$ cat src/rtl/vga_pkg.sv
`default_nettype none
// +-----------------------------------------------------------------------------+
// | vga_pkg : 640x480@60 timing constants, framebuffer geometry, test colours   |
// | Revision: 1.0                                                               |
// +-----------------------------------------------------------------------------+
package vga_pkg;

  localparam int HPIXELS = 640;
  localparam int HFP     = 16;
  localparam int HSPULSE = 96;
  localparam int HBP     = 48;
  localparam int HTOTAL  = HPIXELS + HFP + HSPULSE + HBP;

  localparam int VPIXELS = 480;
  localparam int VFP     = 10;
  localparam int VSPULSE = 2;
  localparam int VBP     = 33;
  localparam int VTOTAL  = VPIXELS + VFP + VSPULSE + VBP;

  localparam int FB_W  = 32;
  localparam int FB_H  = 24;
  localparam int SCALE = 20;

  localparam logic [7:0] C_QUAD_TL = 8'h03;
  localparam logic [7:0] C_QUAD_BL = 8'h1C;
  localparam logic [7:0] C_QUAD_TR = 8'hE0;
  localparam logic [7:0] C_QUAD_BR = 8'hFF;

  function automatic logic [7:0] quad_color(input logic right, input logic bottom);
    case ({right, bottom})
      2'b00:   quad_color = C_QUAD_TL;
      2'b01:   quad_color = C_QUAD_BL;
      2'b10:   quad_color = C_QUAD_TR;
      default: quad_color = C_QUAD_BR;
    endcase
  endfunction

endpackage
`default_nettype wire

$ cat src/rtl/vga_timing.sv
`default_nettype none
// +-----------------------------------------------------------------------------+
// | vga_timing : h/v counters, raw sync/visible decode and frame pulses         |
// | Revision: 1.0                                                               |
// +-----------------------------------------------------------------------------+
module vga_timing
  import vga_pkg::*;
(
  input  logic       clk,
  input  logic       reset,
  output logic [9:0] o_h,
  output logic [9:0] o_v,
  output logic       o_visible,
  output logic       o_hsync,
  output logic       o_vsync,
  output logic       o_line_end,
  output logic       o_frame_end,
  output logic       o_frame_start,
  output logic       o_vblank_start
);

  localparam logic [9:0] C_H_LAST   = 10'(HTOTAL - 1);
  localparam logic [9:0] C_V_LAST   = 10'(VTOTAL - 1);
  localparam logic [9:0] C_H_VIS    = 10'(HPIXELS);
  localparam logic [9:0] C_V_VIS    = 10'(VPIXELS);
  localparam logic [9:0] C_HS_START = 10'(HPIXELS + HFP);
  localparam logic [9:0] C_HS_END   = 10'(HPIXELS + HFP + HSPULSE);
  localparam logic [9:0] C_VS_START = 10'(VPIXELS + VFP);
  localparam logic [9:0] C_VS_END   = 10'(VPIXELS + VFP + VSPULSE);

  logic [9:0] r_h;
  logic [9:0] r_v;

  always_ff @(posedge clk) begin
    if (reset) begin
      r_h <= '0;
      r_v <= '0;
    end else if (r_h == C_H_LAST) begin
      r_h <= '0;
      r_v <= (r_v == C_V_LAST) ? 10'd0 : r_v + 10'd1;
    end else begin
      r_h <= r_h + 10'd1;
    end
  end

  assign o_h         = r_h;
  assign o_v         = r_v;
  assign o_visible   = (r_h < C_H_VIS) && (r_v < C_V_VIS);
  assign o_hsync     = (r_h >= C_HS_START) && (r_h < C_HS_END);
  assign o_vsync     = (r_v >= C_VS_START) && (r_v < C_VS_END);
  assign o_line_end  = (r_h == C_H_LAST);
  assign o_frame_end = (r_h == C_H_LAST) && (r_v == C_V_LAST);

  // Pulses are masked while reset is held so the first released cycle carries frame_start.
  assign o_frame_start  = !reset && (r_h == 10'd0) && (r_v == 10'd0);
  assign o_vblank_start = !reset && (r_h == 10'd0) && (r_v == C_V_VIS);

endmodule
`default_nettype wire

$ cat src/rtl/vga_scanout.sv
`default_nettype none
// +-----------------------------------------------------------------------------+
// | vga_scanout : 32x24 framebuffer scan-out, 20x scaling, quadrant test mode   |
// | Revision: 1.0                                                               |
// +-----------------------------------------------------------------------------+
module vga_scanout
  import vga_pkg::*;
(
  input  logic        clk,
  input  logic        reset,
  input  logic        pattern_en,
  output logic [19:0] rd_addr,
  input  logic [7:0]  rd_data,
  output logic [9:0]  h,
  output logic [9:0]  v,
  output logic [7:0]  color,
  output logic        hsync_n,
  output logic        vsync_n,
  output logic        de,
  output logic        frame_start,
  output logic        vblank_start
);

  localparam logic [9:0] C_H_ADV_MAX = 10'(HPIXELS - 1);
  localparam logic [9:0] C_V_ADV_MAX = 10'(VPIXELS - 1);
  localparam logic [4:0] C_SUB_LAST  = 5'(SCALE - 1);
  localparam logic [4:0] C_CX_HALF   = 5'(FB_W / 2);
  localparam logic [4:0] C_CY_HALF   = 5'(FB_H / 2);

  logic w_visible, w_hsync, w_vsync, w_line_end, w_frame_end;
  logic w_h_adv, w_v_adv, w_pat_eff;

  logic [4:0] r_hsub, r_cx, r_vsub, r_cy;
  logic       r_pattern;
  logic       r_de1, r_hs_n1, r_vs_n1, r_pat1;
  logic [7:0] r_pcolor1;
  logic [7:0] r_color;
  logic       r_hs_n2, r_vs_n2, r_de2;

  vga_timing u_timing (
    .clk            (clk),
    .reset          (reset),
    .o_h            (h),
    .o_v            (v),
    .o_visible      (w_visible),
    .o_hsync        (w_hsync),
    .o_vsync        (w_vsync),
    .o_line_end     (w_line_end),
    .o_frame_end    (w_frame_end),
    .o_frame_start  (frame_start),
    .o_vblank_start (vblank_start)
  );

  // Cell counters advance only on steps that stay inside the visible area.
  assign w_h_adv = (h < C_H_ADV_MAX);
  assign w_v_adv = (v < C_V_ADV_MAX);

  always_ff @(posedge clk) begin
    if (reset) begin
      r_hsub <= '0;
      r_cx   <= '0;
      r_vsub <= '0;
      r_cy   <= '0;
    end else begin
      if (w_line_end) begin
        r_hsub <= '0;
        r_cx   <= '0;
      end else if (w_h_adv) begin
        if (r_hsub == C_SUB_LAST) begin
          r_hsub <= '0;
          r_cx   <= r_cx + 5'd1;
        end else begin
          r_hsub <= r_hsub + 5'd1;
        end
      end
      if (w_frame_end) begin
        r_vsub <= '0;
        r_cy   <= '0;
      end else if (w_line_end && w_v_adv) begin
        if (r_vsub == C_SUB_LAST) begin
          r_vsub <= '0;
          r_cy   <= r_cy + 5'd1;
        end else begin
          r_vsub <= r_vsub + 5'd1;
        end
      end
    end
  end

  assign rd_addr = w_visible ? {10'd0, r_cy, r_cx} : 20'd0;

  // The frame_start pixel already belongs to the new frame, so it sees the fresh select.
  assign w_pat_eff = frame_start ? pattern_en : r_pattern;

  always_ff @(posedge clk) begin
    if (reset) begin
      r_pattern <= 1'b0;
      r_de1     <= 1'b0;
      r_hs_n1   <= 1'b1;
      r_vs_n1   <= 1'b1;
      r_pat1    <= 1'b0;
      r_pcolor1 <= '0;
      r_color   <= '0;
      r_hs_n2   <= 1'b1;
      r_vs_n2   <= 1'b1;
      r_de2     <= 1'b0;
    end else begin
      if (frame_start) begin
        r_pattern <= pattern_en;
      end
      r_de1     <= w_visible;
      r_hs_n1   <= !w_hsync;
      r_vs_n1   <= !w_vsync;
      r_pat1    <= w_pat_eff;
      r_pcolor1 <= quad_color(r_cx >= C_CX_HALF, r_cy >= C_CY_HALF);
      r_color   <= r_de1 ? (r_pat1 ? r_pcolor1 : rd_data) : 8'h00;
      r_hs_n2   <= r_hs_n1;
      r_vs_n2   <= r_vs_n1;
      r_de2     <= r_de1;
    end
  end

  assign color   = r_color;
  assign hsync_n = r_hs_n2;
  assign vsync_n = r_vs_n2;
  assign de      = r_de2;

endmodule
`default_nettype wire

$ cat config.mk
export PLATFORM = sky130hd
export DESIGN_NAME = vga_scanout
export DESIGN_NICKNAME = d
export VERILOG_FILES = /design/src/rtl/vga_pkg.sv /design/src/rtl/vga_timing.sv /design/src/rtl/vga_scanout.sv
export SDC_FILE = /design/constraint.sdc
export NUM_CORES = 1
export LEC_CHECK = 0
export BUFFER_PORTS_ARGS = -buffer_cell sky130_fd_sc_hd__buf_2
export CAP_MARGIN = 40
export CORE_UTILIZATION = 48
export CTS_BUF_LIST = sky130_fd_sc_hd__clkbuf_16
export CTS_CLUSTER_SIZE = 25
export DETAILED_ROUTE_END_ITERATION = 10
export HOLD_SLACK_MARGIN = 0.15
export PLACE_DENSITY = 0.75
export SLEW_MARGIN = 20
export SYNTH_ARGS = -nofsm -noshare
export SYNTH_HDL_FRONTEND = slang
export SYNTH_SLANG_ARGS = --single-unit
$ cat constraint.sdc
create_clock -name clk -period 2 [get_ports clk]
set_clock_uncertainty 0.2 [all_clocks]
set_input_delay 0.2 -clock clk [delete_from_list [all_inputs] [get_ports clk]]
set_output_delay 0.2 -clock clk [all_outputs]
set_load 0.01 [all_outputs]
# Word level (Yosys, flattened, before mapping)
# Index checks and enable logic that the tools add are counted.
op_classes:
  addsub: 6
  n_lt_le_gt_ge: 10
  eq_ne: 7
  n_mux: 6
  bitwise: 1
  n_reduce_logical: 19
ops:
  columns: ["cell", "count"]
  rows:
  - ["$lt 10x10->1 const B", 3]
  - ["$lt 10x9->1 const B", 3]
  - ["$pmux 8 s3", 1]
  - ["$add 10x1->10 const B", 2]
  - ["$add 5x1->5 const B", 4]
  - ["$eq 10x10->1 const B", 2]
  - ["$logic_not 10->1", 2]
  - ["$mux 10", 2]
  - ["$eq 10x9->1 const B", 1]
  - ["$eq 5x5->1 const B", 2]
  - ["$ge 10x10->1 const B", 1]
  - ["$ge 10x9->1 const B", 1]
  - ["$mux 5", 2]
  - ["$logic_and 1x1->1", 8]
  - ["$mux 8", 1]
  - ["$reduce_or 2->1", 3]
  - ["$ge 5x4->1 const B", 1]
  - ["$ge 5x5->1 const B", 1]
  - ["$reduce_and 2->1", 2]
  - ["$logic_not 1->1", 3]
  - ["$eq 2x1->1 const B", 1]
  - ["$eq 2x2->1 const B", 1]
  - ["$logic_not 2->1", 1]
  - ["$not 1->1", 1]
word_totals:
  register_bits: 63
  in_bits: 11
  elab_cells: 64

# Depth between registers and ports, before layout
# Gate-level depths: netlist of run 1.
depth:
  depth_word: 3
  depth_mapped: 7
  mapped_depth_nobuf: 7

# Hierarchy
# A second synthesis of run 1 with hierarchy kept.
hier_totals:
  hier_cells: 361
  hier_area_um2: 3060.4
modules_own_cells:
  columns: ["mod", "instances", "cells_each", "area_per_inst_um2", "seq_area_each_um2"]
  rows:
  - ["vga_scanout", 1, 234, 2020.7, 760.7]
  - ["vga_timing", 1, 127, 1039.7, 400.4]

# Least setup slack after synthesis of run 1
# OpenSTA, ideal clock, no wires.
synth_path:
  path_type: "register to register"
  startpoint: "register u_timing.r_h[0], in the netlist u_timing.o_h[0]"
  endpoint: "register r_vsub[2]"
  setup_time_ns: 0.070
  arrival_ns: 1.799
  required_time_ns: 1.730
  slack_ns: -0.069
  stages_incl_launch_ff: 8
  path_buffers: 1
  period_less_slack_ns: 2.069
  cell_sequence: "dfxtp_1 -> ha_1 -> and4_4 -> and4_1 -> buf_6 -> o2111ai_2 -> or3_1 -> a21oi_1"
synth_between:
  elab_chain_len: 3
  word_cells_on_any_way: 4
  classes_between: "eq/ne (1); reduce/logical (3)"
synth_lines:
  columns: ["element", "line_no", "rtl"]
  rows:
  - ["start: declaration", "vga_timing.sv:31", "logic [9:0] r_h;"]
  - ["start signal: assignment", "vga_timing.sv:42", "r_h <= r_h + 10'd1;"]
  - ["$eq 10x10->1 *", "vga_timing.sv:51, vga_timing.sv:52", null]
  - ["$logic_and 1x1->1", "vga_timing.sv:52", "assign o_frame_end = (r_h == C_H_LAST) && (r_v == C_V_LAST);"]
  - ["$reduce_or 2->1 (no source line)", null, null]
  - ["end signal: assignment", "vga_scanout.sv:84", "r_vsub <= r_vsub + 5'd1;"]
  - ["end: declaration", "vga_scanout.sv:33", "logic [4:0] r_hsub, r_cx, r_vsub, r_cy;"]
# Every way passes the cells marked *; elsewhere a longest branch is shown, timed or not.
# A chain may end at the register's enable or synchronous reset.

# Final worst setup path of run 1
layout_path:
  startpoint: "register u_timing.r_h[0], in the netlist u_timing.o_h[0]"
  endpoint: "output port vblank_start"
layout_between:
  elab_chain_len: 3
layout_lines:
  columns: ["element", "line_no", "rtl"]
  rows:
  - ["$logic_not 10->1", "vga_timing.sv:56", "assign o_vblank_start = !reset && (r_h == 10'd0) && (r_v == C_V_VIS);"]
  - ["$logic_and 1x1->1 (2 in a row)", "vga_timing.sv:56", null]
  - ["end: declaration", "vga_scanout.sv:21", "output logic vblank_start"]
# Every way passes these cells.

==> impl_results.md, run 1 <==
* Bufs on Longest Clock Path at 2
* Post-route fraction of the period consumed by the critical path at 103.7%
* Final Setup Violations at 3
* Initial cell density of the core at around 50%
* Status: finished, violations left
* Full die area at between 6000 and 7000 µm²
* Top library cells by usage in the layout, fill and taps aside: 54 x dfxtp_1, 53 x buf_2, 46 x nor2_1
* Biggest area consumer among synthesized cells: dfxtp_1
* Tightest slew margin relative to the limit at 63.23%
* Number of enable-type register cells in the synthesized netlist at 0
* Detailed-routing iteration count for the pre-antenna-repair pass at 4
* Logic pwr share at 7.0%
* Synth top area cells: dfxtp_1 42%, nor2_1 6.3%, ha_1 5.4%, xnor2_1 4.7%, a21oi_1 3.6%
* Tot GR Track Use at 22.36%
* Top-area cell type share of the netlist area at 41.75%
* Share of final-layout standard cells stronger than drive strength 1 at 30.68%
* Sum of net half-perimeters after detailed placement at 4457 µm
* Ports at 64
* Area overhead of the layout relative to synthesis at 37.25%
* Synth Cell Area at 2781 µm²
* DRC viols at 0
* Post-DR vias/cell at about 5.3
* Number of vias after detailed routing at about 2600
* Max Transition Viols Final at 0
* Yosys warnings at 0
* Startpoint-to-endpoint class of the critical path: reg -> out
* Clock Tree Root: clkbuf_16
* Path type of the worst min-delay path: reg -> reg
* Maxcap violations at 0
* # port buffers at 53
* First-pass GRT wire length at between 10000 and 15000 µm
* Remaining global-route overflow at 0
* Remaining antenna violation count after routing at 0
* Number of nets at the end of the flow at 445
* Critical Path AT at 1.67 ns
* Via count of the first global-routing pass at 2343
* Post-Route Utilization at 68.90%
* Most used DFF post-synth: dfxtp_1
* Worst-Margin Slew at 0.5504 ns
* Overall power consumption at 2667 µW
* Number of buffers inserted during clock tree synthesis at 9
* Net load switching power at around 600 µW
* Number of instances in the synthesized netlist at approximately 330
* RePlAce Congestion at 0.8489
* Net switching share of the total power at approximately 22%
* Largest net degree at the start of global routing at 13
* Number of distinct library cells after synthesis at 41
* Number of standard-cell rows in the floorplan at 27
* Setup crit start kind: flip-flop
* Worst endpoint required time at 1.60 ns
* Clock network power share at 48.1%
* Type of destination of the critical path: output pin
* Total routed wirelength at 6921 µm
* Synthesis-stage register bit count at slightly below 60
* Worst voltage drop across the vdd grid at 0.4646 mV
* Die boundary width at just under 80 µm
* Worst-case setup margin in the final layout at -0.07484 ns
* Clock Sink Count at 58
* Ratio of total power to cell area at 698.7 nW/µm²
* Unrepaired setup endpoints after global routing: true
* Biggest fanout along the worst timing path at 2
* Die Height at 78.12 µm
* Most common cell after layout, fill and taps aside: dfxtp_1
* Number of endpoints with negative hold slack in the final report at 0
* Antenna diode count at 0
* Setup slack of the worst register-to-register path at around 0.01 ns
* Clock slew at reported path FFs at 0.05 ns
* CTS tree: done
* Register area share after synthesis at 41.75%
* Highest clock rate at 482.0 MHz
* Core footprint at 5540 µm²
* Fraction of registers with async set/reset at 0%
* Leakage component of the power at 0.001734 µW
* Sequential power share at roughly 45%
* Worst skew pair latency at 0.32 ns
* Setup TNS Final at -0.1495 ns
* Avg Synthesized Cell Area at 8.532 µm²
* Initial antenna violation count at 0
* Final critical delay including setup and external delays at 2.075 ns
* Count of routing violations after the opening detailed-route iteration at around 120
* Average routed wire per standard cell at about 14 µm
* Violated checks: setup timing
* Cell internal pwr at 2083 µW
* # H-tree levels at 3
==> area by class of cell <==
cell class,instances,area (µm²)
multi-input cells,237,1562
flip-flops and latches,58,1166
clock buffers,9,225.2
well taps,72,90.09
clock inverters,7,30.03
repair buffers,103,690.7
inverters,13,53.80
fillers,436,1723
==> registers in the layout, indices dropped and copies added (netlist names) <==
name	count
de	1
u_timing.o_h	10
u_timing.o_v	10
r_cy	5
r_hsub	5
vsync_n	1
r_pcolor1	3
color	8
r_pat1	1
r_hs_n1	1
r_vs_n1	1
r_cx	5
hsync_n	1
r_vsub	5
r_de1	1
==> worst paths after layout <==
kind	start	end	cells after the start
worst max-delay path	u_timing.o_h[0]$_SDFF_PP0_	vblank_start	7
worst min-delay path	r_vs_n1$_SDFF_PP1_	vsync_n$_SDFF_PP1_	1
worst max register to register	u_timing.o_h[1]$_SDFF_PP0_	u_timing.o_v[9]$_SDFFE_PP0N_	7
worst min register to register	r_vs_n1$_SDFF_PP1_	vsync_n$_SDFF_PP1_	1
==> routing by layer <==
layer | global-route usage, % | vias up | wire length, µm
met5 | 0 | - | 0
met4 | 12.59 | 0 | 125
met3 | 4.186 | 12 | 335
met2 | 38.60 | 88 | 3425
met1 | 25.89 | 1242 | 3035
li1 | - | 1284 | -
==> critical path, stage by stage, from the launching register on <==
cell and delay [ns]:
dfxtp_2 0.32, buf_6 0.12, inv_4 0.05, ha_4 0.11, nor4b_4 0.17, nand4_1 0.22
nor3_2 0.20, buf_2 0.15
==> through the flow <==
stage / cell area [µm²] / hold slack (ns) / std cells / worst slack, ns
3_3_place_gp: 3227 / 0.1925 / 460 / 0.05955
3_5_place_dp: 3227 / 0.1963 / 460 / 0.003960
6_report: 3817 / 0.2048 / 499 / -0.07484
5_1_grt: 3817 / 0.2219 / 499 / -0.1538
4_1_cts: 3695 / 0.2057 / 491 / -0.03560
2_1_floorplan: 2820 / 0.1364 / 335 / 0.01853
==> cells by family after synthesis <==
family	synth area share [%]
AO/OA/AOI/OAI	8.232
XOR/XNOR	7.872
adder cells (fa/ha/maj)	5.398
buffers and inverters	7.378
flip-flops	41.75
multiplexers	1.080
other	0.1348
AND/OR/NAND/NOR	28.16
==> synthesized netlist by cell type, types with 2 or more instances <==
cell and n:
mux2i_1 3, xor2_1 10, ha_1 12, nor2b_1 3, buf_2 5, xnor2_1 15
nand2_1 19, or3_1 4, nand3_1 12, inv_1 13, nor3_1 10, nand2b_1 10
o21ai_0 7, and3_1 16, nor4bb_1 2, clkbuf_1 10, o21ai_1 2, nor4b_1 2
nor2_1 47, nand3b_1 2, or2_2 2, o31ai_1 2, a21oi_1 20, dfxtp_1 58
nand4_1 14, buf_4 11
==> power by group through the flow <==
stage               logic, µW  registers, µW  clock network (µW)
finish                    186           1200                1280
global route              201           1200                1370
CTS                       171           1200                1300
detailed placement        135           1220                   0
global placement          131           1220                   0
floorplan                89.4           1220                   0
==> timing repair <==
action / in CTS / in global routing
endpoints found under the setup margin: 4 / 38
endpoints found under the hold margin: 19 / 0
hold buffers: 11 / 0
gates cloned: 0 / 2
pin swaps: 3 / 7
setup buffers: 4 / 6
gates resized for setup: 18 / 16
(Power assumes the default switching activity.)
==> run 2: changes to the inputs <==
--- a/config.mk
+++ b/config.mk
@@ -13,6 +13,7 @@
 export DETAILED_ROUTE_END_ITERATION = 10
 export HOLD_SLACK_MARGIN = 0.15
 export PLACE_DENSITY = 0.75
+export RECOVER_POWER = 50
 export SLEW_MARGIN = 20
 export SYNTH_ARGS = -nofsm -noshare
 export SYNTH_HDL_FRONTEND = slang
==> impl_results.md, run 2 (same netlist as run 1, synthesis figures left out) <==
* Number of vias after detailed routing at 2612
* Startpoint-to-endpoint class of the critical path: reg -> out
* Biggest fanout along the worst timing path at 2
* # port buffers at 53
* Number of endpoints with negative hold slack in the final report at 0
* Highest clock rate at 481.9 MHz
* DRC viols at 0
* Layout fillers at 445
* Tot GR Track Use at 22.36%
* Share of final-layout standard cells stronger than drive strength 1 at around 28%
* Tightest slew margin relative to the limit at 64.10%
* Average routed wire per standard cell at 14.00 µm
* Maxcap violations at 0
* Max Transition Viols Final at 0
* Number of nets at the end of the flow at 445
* Post-DR vias/cell at 5.234
* Worst skew pair latency at 0.32 ns
* Setup crit start kind: flip-flop
* Leakage component of the power at 0.001691 µW
* Path type of the worst min-delay path: reg -> reg
* Final Setup Violations at 3
* Clock slew at reported path FFs at 0.05 ns
* Worst endpoint required time at 1.60 ns
* Violated checks: setup timing
* Via count of the first global-routing pass at between 2000 and 2500
* Post-route fraction of the period consumed by the critical path at 103.8%
* Type of destination of the critical path: output pin
* Post-Layout Inst Area at 3802 µm²
* Number of buffers inserted during clock tree synthesis at 9
* Full die area at 6103 µm²
* Top library cells by usage in the layout, fill and taps aside: 54 x dfxtp_1, 46 x nor2_1, 41 x buf_2
* Die boundary width at 78.12 µm
* Largest net degree at the start of global routing at 13
* Area after detailed placement at 3227 µm²
* Worst Reg-to-Reg Cells at 7
* # H-tree levels at 3
* Sum of net half-perimeters after detailed placement at 4457 µm
* Antenna diode count at 0
* Area overhead of the layout relative to synthesis at 36.71%
* RePlAce Congestion at 0.8489
* Worst hold margin at 0.2052 ns
* Initial cell density of the core at roughly 50%
* Core footprint at 5540 µm²
* Number of standard-cell rows in the floorplan at 27
* Most common cell after layout, fill and taps aside: dfxtp_1
* Total routed wirelength at ~7000 µm
* Detailed-routing iteration count for the pre-antenna-repair pass at 4
* Status: finished, violations left
* Setup TNS Final at -0.1669 ns
* Critical Path AT at 1.68 ns
* Remaining global-route overflow at 0
* Initial antenna violation count at 0
* Clock Tree Root: clkbuf_16
* Bufs on Longest Clock Path at 2
* Count of cells along the worst hold path at 1
* Die Height at between 70 and 80 µm
* CTS tree: done
* Ratio of total power to cell area at around 700 nW/µm²
* Unrepaired setup endpoints after global routing: true
* First-pass GRT wire length at 10530 µm
* Ports at 64
* Remaining antenna violation count after routing at 0
* Final critical delay including setup and external delays at 2.075 ns
* Count of routing violations after the opening detailed-route iteration at 140
* Worst-Margin Slew at 0.5373 ns
* Clock Sink Count at 58
* Worst-case setup margin in the final layout at -0.07521 ns
* Worst voltage drop across the vdd grid at 0.4708 mV
run 2: worst max-delay path: stages, from the launching register on:
cell and delay (ns):
dfxtp_2 0.32, buf_6 0.12, inv_4 0.05, ha_4 0.11, nor4b_4 0.17, nand4_1 0.22, nor2_2 0.19, buf_2 0.16
run 2: path summary, 6_finish.rpt:
| kind | startpoint | end | slack [ns] |
|---|---|---|---|
| hold reg to reg | r_vs_n1$_SDFF_PP1_ | vsync_n$_SDFF_PP1_ | 0.21 |
| setup reg to reg | u_timing.o_h[1]$_SDFF_PP0_ | u_timing.o_v[9]$_SDFFE_PP0N_ | 0.02 |
| setup / recovery | u_timing.o_h[0]$_SDFF_PP0_ | frame_start | -0.08 |
| hold / removal | r_vs_n1$_SDFF_PP1_ | vsync_n$_SDFF_PP1_ | 0.21 |
run 2: routing by layer:
layer / global-route usage [%] / wire length (µm) / up-vias
met5: 0 / 0 / -
met4: 12.59 / 135 / 0
met3: 4.186 / 395 / 11
met2: 38.60 / 3422 / 97
met1: 25.89 / 3033 / 1225
li1: - / - / 1279
run 2: final cells by class:
| class | count | area (µm²) | area share, % |
|---|---|---|---|
| Clock buffer | 9 | 225.2 | 5.923 |
| Clock inverter | 7 | 30.03 | 0.7897 |
| Inverter | 13 | 53.80 | 1.415 |
| Multi-Input combinational cell | 237 | 1562 | 41.07 |
| Sequential cell | 58 | 1166 | 30.67 |
| Tap cell | 72 | 90.09 | 2.369 |
| Timing Repair Buffer | 103 | 675.6 | 17.77 |
run 2: per-stage QoR:
stage | worst slack (ns) | power (µW) | cells | utilization (%)
after global placement | 0.05955 | 1348 | 460 | 58.24
final | -0.07521 | 2674 | 499 | 68.63
after global routing | -0.1538 | 2767 | 499 | 68.63
after CTS | -0.03560 | 2669 | 491 | 66.69
after floorplan | 0.01853 | 1313 | 335 | -
after detailed placement | 0.003960 | 1353 | 460 | 58.24
run 2: repair_timing:
| action | CTS | global route |
|---|---|---|
| setup endpoints to repair | 4 | 38 |
| setup buffers | 4 | 6 |
| hold buffers | 11 | 0 |
| resized for setup | 18 | 16 |
| pin swaps | 3 | 7 |
| cloned | 0 | 2 |
| endpoints found under the hold margin | 19 | 0 |
run 2: where the power goes:
group	switching, µW	total (µW)	internal (µW)
logic	93.7	185	91.3
clock network	482	1290	808
registers	16.8	1200	1180
